`config.mk`:
```
export PLATFORM = sky130hd
export DESIGN_NAME = text_tokenizer
export DESIGN_NICKNAME = d
export VERILOG_FILES = /design/src/rtl/text_tokenizer.sv
export SDC_FILE = /design/constraint.sdc
export NUM_CORES = 1
export LEC_CHECK = 0
export ABC_AREA = 0
export CAP_MARGIN = 20
export CELL_PAD_IN_SITES_DETAIL_PLACEMENT = 1
export CELL_PAD_IN_SITES_GLOBAL_PLACEMENT = 2
export CORE_MARGIN = 2
export CORE_UTILIZATION = 27
export CTS_CLUSTER_SIZE = 12
export DETAILED_ROUTE_END_ITERATION = 16
export PLACE_DENSITY_LB_ADDON = 0.2
export SYNTH_ARGS = -nofsm -noshare
export SYNTH_HDL_FRONTEND = slang
export SYNTH_SLANG_ARGS = --single-unit
```
`constraint.sdc`:
```
create_clock -name clk -period 2.1 [get_ports clk]
set_input_delay 0.42 -clock clk [delete_from_list [all_inputs] [get_ports clk]]
set_output_delay 0.42 -clock clk [all_outputs]
set_load 0.01 [all_outputs]
```
`src/rtl/text_tokenizer.sv`:
```
// Splits an ASCII character stream into upper-cased words with a length,
// a class (alpha/digit/mixed) and a truncation flag, one word per handshake.
//
// Ports:
//   clk, rst            : clock, synchronous active-high reset
//   din/din_valid       : character stream in; din_ready accepts it
//   sdone               : end-of-text pulse from upstream
//   word_data/len/class : packed word, char count, 0 alpha 1 digit 2 mixed
//   word_trunc          : characters beyond MAXLEN were dropped
//   word_valid/ready    : word handshake
//   word_count          : words emitted since reset, saturating
//   tok_done            : all text processed and all words emitted
module text_tokenizer #(
   parameter int MAXLEN = 16
) (
   input  logic                clk,
   input  logic                rst,
   input  logic [7:0]          din,
   input  logic                din_valid,
   output logic                din_ready,
   input  logic                sdone,
   output logic [8*MAXLEN-1:0] word_data,
   output logic [4:0]          word_len,
   output logic [1:0]          word_class,
   output logic                word_trunc,
   output logic                word_valid,
   input  logic                word_ready,
   output logic [7:0]          word_count,
   output logic                tok_done
);

   typedef enum logic [1:0] {
      COLLECT,
      EMIT,
      DONE
   } state_t;

   localparam logic [4:0] LMAX = 5'(MAXLEN);

   state_t              r_state;
   logic [8*MAXLEN-1:0] r_buf;
   logic [4:0]          r_len;
   logic [1:0]          r_class;
   logic                r_trunc;
   logic                r_valid;
   logic [7:0]          r_count;
   logic                r_tok_done;
   logic                r_pending;
   logic                r_din_ready;
   // running "every stored char so far is alpha / digit" flags
   logic                r_alpha;
   logic                r_digit;

   logic                w_acc;
   logic                w_delim;
   logic                w_lower;
   logic [7:0]          w_char;
   logic                w_is_alpha;
   logic                w_is_digit;
   logic                w_store;
   logic                w_drop;
   logic [4:0]          w_len_nxt;
   logic                w_alpha_nxt;
   logic                w_digit_nxt;
   logic [1:0]          w_class_nxt;
   logic                w_pend_nxt;
   logic                w_delim_word;
   logic                w_emit;
   logic                w_done;

   assign w_acc      = din_valid & r_din_ready;
   assign w_delim    = (din == 8'h20) | (din == 8'h0A) | (din == 8'h2E);
   assign w_lower    = (din >= 8'h61) & (din <= 8'h7A);
   assign w_char     = w_lower ? (din - 8'h20) : din;
   assign w_is_alpha = (w_char >= 8'h41) & (w_char <= 8'h5A);
   assign w_is_digit = (w_char >= 8'h30) & (w_char <= 8'h39);

   assign w_store = w_acc & ~w_delim & (r_len < LMAX);
   assign w_drop  = w_acc & ~w_delim & (r_len >= LMAX);

   // word state as it will be after this cycle's character
   assign w_len_nxt   = w_store ? (r_len + 5'd1) : r_len;
   assign w_alpha_nxt = r_alpha & (~w_store | w_is_alpha);
   assign w_digit_nxt = r_digit & (~w_store | w_is_digit);
   assign w_class_nxt = w_alpha_nxt ? 2'd0 :
                        w_digit_nxt ? 2'd1 : 2'd2;

   // end-of-text seen this cycle is handled after the accepted char
   assign w_pend_nxt   = r_pending | sdone;
   assign w_delim_word = w_acc & w_delim & (r_len != 5'd0);
   assign w_emit       = w_delim_word |
                         (w_pend_nxt & (w_len_nxt != 5'd0));
   assign w_done       = w_pend_nxt & (w_len_nxt == 5'd0);

   always_ff @(posedge clk) begin
      if (rst) begin
         r_state     <= COLLECT;
         r_buf       <= '0;
         r_len       <= 5'd0;
         r_class     <= 2'd0;
         r_trunc     <= 1'b0;
         r_valid     <= 1'b0;
         r_count     <= 8'd0;
         r_tok_done  <= 1'b0;
         r_pending   <= 1'b0;
         r_din_ready <= 1'b1;
         r_alpha     <= 1'b1;
         r_digit     <= 1'b1;
      end else begin
         unique case (r_state)
            COLLECT: begin
               if (sdone) begin
                  r_pending <= 1'b1;
               end
               if (w_store) begin
                  for (int i = 0; i < MAXLEN; i++) begin
                     if (r_len == 5'(i)) begin
                        r_buf[8*i +: 8] <= w_char;
                     end
                  end
                  r_len   <= w_len_nxt;
                  r_alpha <= w_alpha_nxt;
                  r_digit <= w_digit_nxt;
               end
               if (w_drop) begin
                  r_trunc <= 1'b1;
               end
               if (w_emit) begin
                  r_state     <= EMIT;
                  r_valid     <= 1'b1;
                  r_class     <= w_class_nxt;
                  r_din_ready <= 1'b0;
               end else if (w_done) begin
                  r_state     <= DONE;
                  r_tok_done  <= 1'b1;
                  r_din_ready <= 1'b0;
               end
            end
            EMIT: begin
               if (word_ready) begin
                  r_buf   <= '0;
                  r_len   <= 5'd0;
                  r_class <= 2'd0;
                  r_trunc <= 1'b0;
                  r_alpha <= 1'b1;
                  r_digit <= 1'b1;
                  r_valid <= 1'b0;
                  if (r_count != 8'hFF) begin
                     r_count <= r_count + 8'd1;
                  end
                  if (r_pending) begin
                     r_state    <= DONE;
                     r_tok_done <= 1'b1;
                  end else begin
                     r_state     <= COLLECT;
                     r_din_ready <= 1'b1;
                  end
               end
            end
            DONE: begin
               r_state <= DONE;
            end
            default: begin
               r_state <= COLLECT;
            end
         endcase
      end
   end

   assign din_ready  = r_din_ready;
   assign word_data  = r_buf;
   assign word_len   = r_len;
   assign word_class = r_class;
   assign word_trunc = r_trunc;
   assign word_valid = r_valid;
   assign word_count = r_count;
   assign tok_done   = r_tok_done;

endmodule
```
==> results of run 1 <==
[cell type report]
cell class	count	area, um2
clock buffer	18	429
clock inverter	14	183
fill	2538	13000
inverter	6	25.0
multi-input combinational	441	3140
sequential	152	3050
tap	285	357
timing repair buffer	235	2430
[power by group]
| group | total, mW | switching (mW) | internal [mW] |
|---|---|---|---|
| sequential | 3.28 | 0.154 | 3.13 |
| combinational | 2.16 | 1.09 | 1.07 |
| clock | 3.26 | 1.35 | 1.90 |
| total | 8.70 | 2.60 | 6.10 |
[metrics by stage]
stage / setup TNS (ns) / cells
2_1_floorplan: 0 / 635
3_3_place_gp: -82.53 / 1115
3_5_place_dp: -94.51 / 1115
4_1_cts: 0 / 1149
5_1_grt: -0.293 / 1151
6_report: 0 / 1151
[state kept, by name, indices dropped and copies added, names as in the netlist]
name and cells:
r_digit 1, din_ready 1, word_class 2, r_alpha 1, word_valid 1, r_state 2, word_len 5, r_pending 1
word_count 8, tok_done 1, word_data 128, word_trunc 1
[critical path, stage by stage]
cell and delay (ns):
dlygate4sd2_1 0.30, and4bb_1 0.26, o31a_1 0.38, and3_4 0.20, buf_4 0.14, or4_4 0.42, o22ai_2 0.19, o2bb2ai_1 0.09
[metal layers]
layer	up-vias	part of all wire, %	wire (um)	track usage, %
met4	0	1.3	293	4.85
met5	-	0	0	0
li1	2607	-	-	-
met3	22	6.4	1420	6.72
met1	2721	43	9610	22.1
met2	124	49	10900	31.8
[synthesized netlist by cell type (2+ instances only)]
library cell / n / area (um2)
mux2i_1: 123 / 1230
nor2_8: 7 / 140
nor2_4: 7 / 78.8
o22ai_1: 2 / 12.5
o21ai_0: 15 / 75.1
o211ai_1: 3 / 22.5
inv_1: 5 / 18.8
nor4_1: 3 / 18.8
nand4_1: 3 / 18.8
and2_1: 3 / 18.8
nor3_1: 3 / 15.0
o21ai_1: 3 / 15.0
o31a_1: 2 / 17.5
nand3_1: 18 / 90.1
or3_1: 3 / 18.8
nand3b_1: 2 / 15.0
nor2_1: 23 / 86.3
buf_2: 3 / 15.0
or2_2: 2 / 12.5
nand2_1: 143 / 537
a21oi_1: 28 / 140
nor2b_1: 6 / 37.5
or4_1: 2 / 15.0
nor4bb_1: 2 / 20.0
and3_1: 5 / 31.3
xor2_1: 5 / 43.8
clkbuf_1: 32 / 120
ha_1: 7 / 87.6
a21o_1: 3 / 22.5
nand2b_1: 2 / 12.5
dfxtp_1: 152 / 3040
[kinds of logic after synthesis]
family | count (synthesis) | share of synthesized area [%]
XOR/XNOR | 6 | 0.847
AO/OA/AOI/OAI | 66 | 6.47
adder cells (fa/ha/maj) | 7 | 1.41
flip-flops | 152 | 49.0
buffers and inverters | 42 | 2.72
multiplexers | 123 | 19.8
AND/OR/NAND/NOR | 239 | 19.7
[repair_timing]
item | 4_1_cts | 5_1_grt
setup buffers | 2 | 2
hold endpoints to repair | 0 | 0
pin swaps | 12 | 8
gates resized for setup | 32 | 7
hold buffers | 0 | 0
endpoints found under the setup margin | 137 | 13
[how the worst min path moves through the flow]
| stage | startpoint | cells past startpoint | endpoint | slack [ns] |
|---|---|---|---|---|
| floorplan | r_digit | 2 | word_class[0] | 0.46 |
| global placement | word_data[40] | 2 | word_data[40] | 0.44 |
| detailed placement | word_data[44] | 2 | word_data[44] | 0.45 |
| CTS | word_data[66] | 2 | word_data[66] | 0.46 |
| global route | word_data[79] | 2 | word_data[79] | 0.48 |
| finish | word_data[63] | 2 | word_data[63] | 0.46 |
==> impl_metrics.py, run 1 <==
metrics = {
    "critical_path": {
        "cp_max_fo": 4,
        "critical_path_required_ns": 2.42,
        "reg2reg_depth": 10,
        "timing.rr.end": "word_class[0]",
        "cp-end-kind": "flop",
        "crit_type": "in2reg",
        "endpoint": "word_class[0]",
        "cp.arrival_ns": 2.41,
        "start_kind": "input port",
        "r2r_start": "word_len[0]",
        "r2r_slack_ns": 0.009,
        "cp-startpoint": "din[3]",
    },
    "status": {
        "status": "completed",
    },
    "floorplan": {
        "io-pin-count": 160,
        "initial_core_util_pct": 27.5,
        "core_mm2": 0.0226,
        "row_count": 55,
        "die_y_um": 156,
        "dieArea_mm2": 0.0242,
        "fp.dieW_um": 156,
    },
    "grt": {
        "antenna_found_initial": 0,
        "grt.overflow.total": 0,
        "grt_pass1_vias": 5933,
        "grt_usage_pct": 18.6,
        "grt_max_degree": 56,
        "grt_pass1_wl_um": 34400,
    },
    "power": {
        "power_mw": 8.70,
        "leakagePower_nw": 3.65,
        "p_per_area_mw_per_mm2": 905,
        "vdd_drop_max_mv": 0.596,
    },
    "route": {
        "drc": 0,
        "drt_iter0_drc": 207,
        "antenna_left": 0,
        "wl_per_cell_um": 19.3,
        "avgViaCountPerCell": 4.76,
        "dr.pass1.iters": 4,
        "vias": 5474,
        "routed_wl_um": 22300,
    },
    "clock_tree": {
        "cts_tree": "yes",
        "clock_path_buffers": 2,
        "clkTransAtPathRegs_ns": 0.07,
        "clock-root-buffer": "clkbuf_16",
        "clk_latency_ns": 0.43,
        "ctsHtreeMaxLevel": 4,
        "cts_made_buffers": 17,
        "clock_sinks": 152,
    },
    "yosys": {
        "synthesis.area_mm2": 0.00621,
        "ys_seq_area_share_pct": 49.0,
        "synth-seq-cells": 152,
        "synthesis.nets": 655,
        "synth_edf_count": 0,
        "synth_async_sr_flop_share_pct": 0,
        "ys_warn_count": 0,
        "synth_cells": 635,
        "synthDistinctLibCells": 49,
        "synthFlopType": "dfxtp_1",
        "syn_avg_cell_area_um2": 9.78,
    },
    "sta": {
        "slew_violations": 0,
        "setup_viol": 0,
        "fin_crit_sh_pct": 99.6,
        "period_needed_ns": 2.09,
        "relSlewSlack_pct": 62.0,
        "tightest_slew_ns": 0.568,
        "timing.hold.ws_ns": 0.459,
        "fin_ws_ns": 0.00900,
        "fmax_mhz": 478,
        "skew_ns": 0.0119,
        "rsz0062_at_grt": "true",
        "hold_viol": 0,
    },
    "layout": {
        "final_common_cell": "clkdlybuf4s50_1",
        "syn2layout_area_growth_pct": 54.8,
        "diodes": 0,
        "fin_area_mm2": 0.00961,
        "mostFrequentLayoutCells": "clkdlybuf4s50_1, dfxtp_1, nand2_1, mux2i_1, buf_4",
        "final_util_pct": 42.6,
        "nets": 873,
        "drive_gt1_share_pct": 17.4,
    },
    "placement": {
        "placed_cell_area_mm2": 0.00882,
        "hpwl_um": 15200,
        "gp_congestion": 0.798,
        "io_buffers": 159,
        "pre_cts_slack_ns": -0.802,
    },
    "job": {
        "drv_cap": 0,
    },
    "worst_hold_path": {
        "hold_class": "reg2reg",
    },
}
(Power assumes the default switching activity.)
==> inputs of run 2 (changes only) <==
CTS_CLUSTER_DIAMETER = 50   (was default)
SLEW_MARGIN = 10   (was default)
==> results of run 2 <==
No change in the layout: final DEF, timing and power equal those of run 1.
==> inputs of run 3 (changes only) <==
CTS_CLUSTER_DIAMETER = default   (was 50)
==> results of run 3 <==
No change in the layout: final DEF, timing and power equal those of run 1.
